[src/rtl/traffic_pkg.sv]
// Shared state encodings and light codes for the intersection phase controller.
package traffic_pkg;

    typedef enum logic [2:0] {
        NS_G   = 3'd0,
        NS_Y   = 3'd1,
        RED_A  = 3'd2,
        WALK_S = 3'd3,
        EW_G   = 3'd4,
        EW_Y   = 3'd5,
        RED_B  = 3'd6
    } state_t;

    // {red, yellow, green}
    localparam logic [2:0] LIGHT_RED = 3'b100;
    localparam logic [2:0] LIGHT_YEL = 3'b010;
    localparam logic [2:0] LIGHT_GRN = 3'b001;

endpackage

[src/rtl/phase_timer.sv]
// Cycles-in-phase counter: clears synchronously, saturates at all-ones instead of wrapping.
module phase_timer #(
    parameter int TIMER_W = 8
) (
    input  logic               clk,
    input  logic               rst_n,
    input  logic               clr,
    output logic [TIMER_W-1:0] count
);

    always_ff @(posedge clk or negedge rst_n) begin
        if (!rst_n) begin
            count <= '0;
        end else if (clr) begin
            count <= '0;
        end else if (count != {TIMER_W{1'b1}}) begin
            count <= count + 1'b1;
        end
    end

endmodule

[src/rtl/traffic_phase_controller.sv]
// Intersection phase sequencer: NS main road, EW side road and pedestrian walk,
// with latched demand and lights decoded from the registered state.
//
// state  | meaning
// NS_G   | north-south green (default, held until demand after min green)
// NS_Y   | north-south yellow
// RED_A  | all-red clearance after NS
// WALK_S | pedestrian walk, all vehicles red
// EW_G   | east-west green (fixed length)
// EW_Y   | east-west yellow
// RED_B  | all-red clearance before NS, also the reset state
module traffic_phase_controller
    import traffic_pkg::*;
#(
    parameter int NS_MIN_GREEN = 8,
    parameter int EW_GREEN     = 6,
    parameter int YELLOW       = 3,
    parameter int ALL_RED      = 2,
    parameter int WALK         = 5,
    parameter int TIMER_W      = 8
) (
    input  logic               clk,
    input  logic               rst_n,
    input  logic               ped_req,
    input  logic               ew_car,
    output logic [2:0]         ns_light,
    output logic [2:0]         ew_light,
    output logic               walk,
    output logic [2:0]         state_o,
    output logic [TIMER_W-1:0] phase_tmr
);

    // A phase of duration D exits on the edge where the timer reads D-1.
    localparam logic [TIMER_W-1:0] T_NS_MIN = TIMER_W'(NS_MIN_GREEN - 1);
    localparam logic [TIMER_W-1:0] T_EW_G   = TIMER_W'(EW_GREEN - 1);
    localparam logic [TIMER_W-1:0] T_YEL    = TIMER_W'(YELLOW - 1);
    localparam logic [TIMER_W-1:0] T_RED    = TIMER_W'(ALL_RED - 1);
    localparam logic [TIMER_W-1:0] T_WALK   = TIMER_W'(WALK - 1);

    state_t             state;
    state_t             state_nx;
    logic               ped_pend;
    logic               ew_pend;
    logic               tmr_clr;
    logic [TIMER_W-1:0] timer;

    phase_timer #(.TIMER_W(TIMER_W)) u_timer (
        .clk   (clk),
        .rst_n (rst_n),
        .clr   (tmr_clr),
        .count (timer)
    );

    always_comb begin
        state_nx = state;
        case (state)
            NS_G:   if (timer >= T_NS_MIN && (ped_pend || ew_pend)) state_nx = NS_Y;
            NS_Y:   if (timer == T_YEL)  state_nx = RED_A;
            RED_A:  if (timer == T_RED)  state_nx = ped_pend ? WALK_S : EW_G;
            WALK_S: if (timer == T_WALK) state_nx = ew_pend ? EW_G : RED_B;
            EW_G:   if (timer == T_EW_G) state_nx = EW_Y;
            EW_Y:   if (timer == T_YEL)  state_nx = RED_B;
            RED_B:  if (timer == T_RED)  state_nx = NS_G;
            default:                     state_nx = RED_B;
        endcase
    end

    assign tmr_clr = (state_nx != state);

    // A request arriving on the entry edge survives the clear (set wins).
    always_ff @(posedge clk or negedge rst_n) begin
        if (!rst_n) begin
            state    <= RED_B;
            ped_pend <= 1'b0;
            ew_pend  <= 1'b0;
        end else begin
            state    <= state_nx;
            ped_pend <= ped_req | (ped_pend & ~(state_nx == WALK_S && state != WALK_S));
            ew_pend  <= ew_car  | (ew_pend  & ~(state_nx == EW_G   && state != EW_G));
        end
    end

    always_comb begin
        ns_light = LIGHT_RED;
        ew_light = LIGHT_RED;
        walk     = 1'b0;
        case (state)
            NS_G:    ns_light = LIGHT_GRN;
            NS_Y:    ns_light = LIGHT_YEL;
            EW_G:    ew_light = LIGHT_GRN;
            EW_Y:    ew_light = LIGHT_YEL;
            WALK_S:  walk     = 1'b1;
            default: ;
        endcase
    end

    assign state_o   = state;
    assign phase_tmr = timer;

endmodule
[config.mk]
export PLATFORM = sky130hd
export DESIGN_NAME = traffic_phase_controller
export DESIGN_NICKNAME = d
export VERILOG_FILES = /design/src/rtl/traffic_pkg.sv /design/src/rtl/phase_timer.sv /design/src/rtl/traffic_phase_controller.sv
export SDC_FILE = /design/constraint.sdc
export NUM_CORES = 1
export LEC_CHECK = 0
export CORE_UTILIZATION = 51
export CTS_BUF_LIST = sky130_fd_sc_hd__clkbuf_4 sky130_fd_sc_hd__clkbuf_8 sky130_fd_sc_hd__clkbuf_16
export DETAILED_ROUTE_END_ITERATION = 8
export MAX_ROUTING_LAYER = met4
export PLACE_DENSITY = 0.82
export SLEW_MARGIN = 25
export SYNTH_ARGS = -nofsm -noshare
export SYNTH_HDL_FRONTEND = slang
export SYNTH_SLANG_ARGS = --single-unit
[constraint.sdc]
create_clock -name clk -period 3.7 [get_ports clk]
set_input_delay 0.555 -clock clk [delete_from_list [all_inputs] [get_ports clk]]
set_output_delay 0.555 -clock clk [all_outputs]
set_load 0.05 [all_outputs]
==> results.json, run 1 <==
{
  "status": "finished with violations",
  "violations": "DRC",
  "antenna_found_initial": 0,
  "cap_violations": 0,
  "core_um2": 1580,
  "syn-num-nets": 105,
  "io_pins": 22,
  "numCtsBuffers": 3,
  "multiInputGateArea_um2": 518,
  "power_frac_seq": 0.277,
  "p_clk_frac": 0.099,
  "viasPerCell": 6.25,
  "clock_latency_ns": 0.27,
  "post-cts-setup-buffers": 0,
  "synthTopCellsByArea": "dfrtp_1, dfstp_2, ha_1",
  "die_area_um2": 1920,
  "intPower_mw": 0.445,
  "clock_path_buffers": 2,
  "required_ns": 3.14,
  "slew_violations": 0,
  "drc": 1,
  "cts_tree": "built",
  "clkTransAtPathRegs_ns": 0.07,
  "critPathKind": "register to primary output",
  "postSynthAreaPerCell_um2": 9.21,
  "fin_crit_sh": 0.750,
  "seq_area_um2": 328,
  "first_global_vias": 824,
  "synth_most_common_cell": "dfrtp_1",
  "path_max_fanout": 13,
  "finalSetupTns_ns": 0,
  "hold_path.class": "register to register",
  "synth_ff_type": "dfrtp_1",
  "relSlewSlack": 0.406,
  "worstMarginPinSlew_ns": 0.883,
  "grt_first_pass_wirelength_mm": 3.68,
  "crit_path_top_delay_cell": "clkdlybuf4s50_1",
  "num_vias": 844,
  "wl_per_cell_um": 15.4,
  "post_cts_resized": 0,
  "slowest_delay_ns": 0.88,
  "cts.sinks": 13,
  "dp_slack_ns": 1.09,
  "cts_max_level": 1,
  "die_y_um": 43.9,
  "final_cell_area_um2": 1140,
  "async_reset_ff_frac": 1.00,
  "yosysTopAreaCell": "dfrtp_1",
  "hold_violations": 0,
  "antenna_left": 0,
  "clock.fmax_mhz": 360,
  "routabilityCongestion": 0.876,
  "finClkSkew_ns": 0.00199,
  "portBuffers": 21,
  "yosysWarnings": 0,
  "floorplan.rows": 14,
  "synth_edf_count": 0,
  "p_comb_frac": 0.623,
  "n_antenna_cell": 0,
  "p_leak_nw": 0.453,
  "hold_buffers": 0,
  "ir_drop_mv": 0.459,
  "layout-drive-gt1-share": 0.134,
  "synth_common_cells": "dfrtp_1, nor2_1, inv_1",
  "syn-instance-count": 97,
  "setup_viol": 0,
  "wirelength_mm": 2.08,
  "worstPathArrival_ns": 2.22,
  "worstPathCellList": "nor3b_1 > clkdlybuf4s50_1",
  "layout.nets": 128,
  "drt_iter0_markers": 17,
  "syn_area_um2": 893,
  "syn2layout_area_growth_pct": 27.2,
  "track_usage": 0.271,
  "yosysSeqAreaShare": 0.367,
  "synth_cell_type_count": 42,
  "layout_setup_ws_ns": 0.925,
  "grt_overflow_total": 0,
  "fp.dieW_um": 43.9,
  "period_minus_slack_ns": 2.77,
  "rsz0062_at_grt": "false",
  "holdWs_ns": 0.624,
  "first_pass_iters": 8,
  "cts-root-buf": "clkbuf_4",
  "hpwl_mm": 1.57,
  "n_fill_cell": 124,
  "placed_area_um2": 1110,
  "synth_top_area_share": 0.308,
  "end_kind": "primary output",
  "start_kind": "register",
  "ys_ff_latch": 13,
  "swShare": 0.522,
  "grt_start_max_net_pins": 14,
  "power_density_nw_per_um2": 818,
  "netSwitchingPower_mw": 0.485,
  "initial_core_util": 0.567
}
## power by group through the flow
stage	clock network [mW]	registers (mW)	logic, mW
finish	0.0924	0.258	0.580
global route	0.102	0.270	0.624
CTS	0.0942	0.256	0.578
detailed placement	0	0.259	0.577
global placement	0	0.256	0.571
floorplan	0	0.334	0.337
## cell type report
type / count / share of cell area
sequential: 13 / 0.289
tap: 16 / 0.0176
clock buffer: 4 / 0.0264
multi-input combinational: 73 / 0.456
timing repair buffer: 21 / 0.185
inverter: 8 / 0.0264
## routing by layer
layer | track usage | part of all wire | up-vias
met4 | 0.121 | 0.016 | 0
met2 | 0.415 | 0.48 | 32
li1 | - | - | 413
met1 | 0.351 | 0.46 | 395
met3 | 0.0500 | 0.043 | 4
met5 | - | 0 | -
## cells by family after synthesis
group	count (synthesis)	synth area share
buf+inv	11	0.0532
xor+xnor	2	0.0196
compound gates	22	0.210
fa+ha+maj	4	0.0560
simple gates	45	0.294
flops	13	0.367
## sequential cells by signal, indices dropped and copies added (netlist names)
name	flops
ew_pend	1
state_o	3
u_timer.count	8
ped_pend	1
## final timing paths
| check | start | endpoint | slack (ns) | cells after the start |
|---|---|---|---|---|
| max | state_o[2] | ew_light[0] | 0.93 | 2 |
| min | ew_pend | ew_pend | 0.62 | 2 |
| max reg2reg | u_timer.count[1] | u_timer.count[2] | 1.05 | 7 |
| min reg2reg | ew_pend | ew_pend | 0.62 | 2 |
| max in group asynchronous | rst_n | state_o[2] | 2.70 | 1 |
| min in group asynchronous | rst_n | u_timer.count[4] | 0.63 | 1 |
## cell usage in the layout (no fill, tap or decap), types with 3 or more instances in the layout
| cell type | n |
|---|---|
| nand3_1 | 7 |
| o21ai_0 | 4 |
| nor2_1 | 9 |
| dfrtp_1 | 11 |
| clkbuf_4 | 4 |
| a2111oi_0 | 3 |
| nor3_1 | 7 |
| clkdlybuf4s50_1 | 21 |
| nand2_1 | 3 |
| inv_1 | 8 |
| ha_1 | 4 |
## worst max-delay path, delay by kind of cell, from the launching register on
| family | cells | cell delay, ns |
|---|---|---|
| buffers and inverters | 1 | 0.88 |
| AND/OR/NAND/NOR | 1 | 0.41 |
| flip-flops | 1 | 0.65 |
## stage by stage
step / total power, mW / utilization / std cells
2_1_floorplan: 0.671 / - / 97
3_3_place_gp: 0.827 / 0.702 / 131
3_5_place_dp: 0.836 / 0.702 / 131
4_1_cts: 0.929 / 0.721 / 135
5_1_grt: 0.995 / 0.721 / 135
6_report: 0.930 / 0.721 / 135
Note: power is estimated with default switching activity, not from simulation.
==> run 2: changes to the inputs <==
--- a/config.mk
+++ b/config.mk
@@ -5,11 +5,11 @@
 export SDC_FILE = /design/constraint.sdc
 export NUM_CORES = 1
 export LEC_CHECK = 0
-export CORE_UTILIZATION = 51
+export CORE_UTILIZATION = 48
 export CTS_BUF_LIST = sky130_fd_sc_hd__clkbuf_4 sky130_fd_sc_hd__clkbuf_8 sky130_fd_sc_hd__clkbuf_16
 export DETAILED_ROUTE_END_ITERATION = 8
 export MAX_ROUTING_LAYER = met4
-export PLACE_DENSITY = 0.82
+export PLACE_DENSITY = 0.78
 export SLEW_MARGIN = 25
 export SYNTH_ARGS = -nofsm -noshare
 export SYNTH_HDL_FRONTEND = slang
==> constraint.sdc (replaced) <==
create_clock -name clk -period 2.7 [get_ports clk]
set_input_delay 0.405 -clock clk [delete_from_list [all_inputs] [get_ports clk]]
set_output_delay 0.405 -clock clk [all_outputs]
set_load 0.05 [all_outputs]
==> run 2 against run 1 <==
Effect of this change:
- worst hold slack got worse by 0.13 ns
- global-route usage fell by 0.82 points
- sequential share of layout area fell by 1.3 points
- largest power group unchanged
- critical endpoint is now u_timer.count[2]
- critical path depth rose by 5
- worst setup slack got worse by 0.78 ns
- routed wire length rose by 2.5%
- final area rose by 5.6%
- via count rose by 1.8%
- clock-buffer cell count did not move
- the flow now finishes without violations
- combinational power rose by 46%
==> results.json, run 2 (synthesized netlist as in run 1, its figures left out) <==
{
  "track_usage": 0.263,
  "die_y_um": 45.1,
  "placed_area_um2": 1170,
  "clkTransAtPathRegs_ns": 0.07,
  "worstPathArrival_ns": 2.70,
  "clock_path_buffers": 2,
  "cap_violations": 0,
  "floorplan.rows": 15,
  "drt_iter0_markers": 24,
  "finalSetupTns_ns": 0,
  "layout.nets": 133,
  "cts_max_level": 1,
  "drc": 0,
  "grt_overflow_total": 0,
  "grt_first_pass_wirelength_mm": 3.72,
  "wl_per_cell_um": 14.3,
  "critPathKind": "register to register",
  "relSlewSlack": 0.621,
  "initial_core_util": 0.517,
  "cts_tree": "built",
  "hold_violations": 0,
  "final_common_cell": "clkdlybuf4s50_1",
  "start_kind": "register",
  "cts.sinks": 13,
  "dr_wl_met3_um": 101,
  "hpwl_mm": 1.62,
  "path_max_fanout": 8,
  "setup_viol": 0,
  "rsz0062_at_grt": "false",
  "post-cts-setup-buffers": 0,
  "clock.fmax_mhz": 391,
  "antenna_left": 0,
  "fin_crit_sh": 0.948,
  "syn2layout_area_growth_pct": 34.3,
  "layout-drive-gt1-share": 0.218,
  "viasPerCell": 5.77,
  "mostFrequentLayoutCells": "clkdlybuf4s50_1, nor2_1, dfrtp_1",
  "end_kind": "register",
  "io_pins": 22,
  "largest_register_ffs": 8,
  "p_leak_nw": 0.476,
  "clock_latency_ns": 0.27,
  "required_ns": 2.84,
  "hold_path.class": "primary input to asynchronous set/reset pin",
  "n_fill_cell": 152,
  "ir_drop_mv": 0.624,
  "layoutNonFillerInstCount": 149,
  "wirelength_mm": 2.13,
  "routabilityCongestion": 0.823,
  "met1_length_um": 992,
  "largest-register": "u_timer.count",
  "antenna_found_initial": 0,
  "cts-root-buf": "clkbuf_4",
  "finClkSkew_ns": 0.000323,
  "num_vias": 859,
  "die_area_um2": 2040,
  "portBuffers": 21,
  "numCtsBuffers": 3,
  "power_density_nw_per_um2": 1100,
  "slew_violations": 0,
  "grt_start_max_net_pins": 14,
  "first_global_vias": 827,
  "first_pass_iters": 4,
  "worstMarginPinSlew_ns": 0.567,
  "fp.dieW_um": 45.1,
  "numPlacedInstances": 145,
  "period_minus_slack_ns": 2.56,
  "final_cell_area_um2": 1200,
  "core_um2": 1730,
  "n_antenna_cell": 0,
  "wl_met2_mm": 1.02,
  "top_layer": "met4",
  "status": "finished clean"
}
[run 2: cell type report]
cell class                 instances  area, µm²  share of cell area
sequential                        13        330               0.275
tap                               25       31.3              0.0261
timing repair buffer              26        248               0.206
inverter                           8       30.0              0.0250
multi-input combinational         73        531               0.442
clock buffer                       4       30.0              0.0250
[run 2: final timing paths]
kind                       depth (start not counted)        startpoint          endpoint  slack (ns)
setup / recovery                                   7  u_timer.count[1]  u_timer.count[2]        0.14
hold / removal                                     1             rst_n        state_o[0]        0.50
setup reg to reg                                   7  u_timer.count[1]  u_timer.count[2]        0.14
hold reg to reg                                    2  u_timer.count[6]  u_timer.count[6]        0.62
max in group asynchronous                          1             rst_n  u_timer.count[0]        1.80
min in group clk                                   2  u_timer.count[6]  u_timer.count[6]        0.62
[run 2: layer usage]
layer | up-vias | global-route usage
met5 | - | -
met4 | 0 | 0.152
met3 | 2 | 0.0360
met2 | 31 | 0.394
met1 | 410 | 0.338
li1 | 416 | -
[run 2: worst max-delay path, stage by stage, from the launching register on]
cell and delay, ns:
dfrtp_2 0.44, inv_2 0.08, ha_2 0.19, or3b_2 0.47, or4_4 0.45, or3b_4 0.43
a31oi_4 0.27, a2111oi_0 0.10
[run 2: power breakdown]
part           internal (mW)  switching [mW]  leakage (nW)
Sequential             0.258          0.0850         0.156
Combinational          0.313           0.533         0.301
Clock                 0.0672          0.0578        0.0184
[run 2: per-stage QoR]
step                utilization  power, mW  hold slack, ns  setup WS, ns
floorplan                     -      0.931           0.109        0.0857
global placement          0.676       1.18           0.603         0.170
detailed placement        0.676       1.19           0.620        0.0997
CTS                       0.693       1.32           0.509        0.0807
global route              0.695       1.41           0.525       0.00294
finish                    0.695       1.31           0.498         0.141
[run 2: what timing repair did]
item                                    in CTS  in global routing
hold buffers                                 0                  0
endpoints found under the setup margin       0                  8
gates resized for setup                      0                  2
endpoints found under the hold margin        0                  0
==> run 3: changes to the inputs <==
--- a/config.mk
+++ b/config.mk
@@ -10,7 +10,7 @@
 export DETAILED_ROUTE_END_ITERATION = 8
 export MAX_ROUTING_LAYER = met4
 export PLACE_DENSITY = 0.78
-export SLEW_MARGIN = 25
+export SLEW_MARGIN = 5
 export SYNTH_ARGS = -nofsm -noshare
 export SYNTH_HDL_FRONTEND = slang
 export SYNTH_SLANG_ARGS = --single-unit
==> results of run 3 <==
No change in the layout: final DEF, timing and power equal those of run 2.
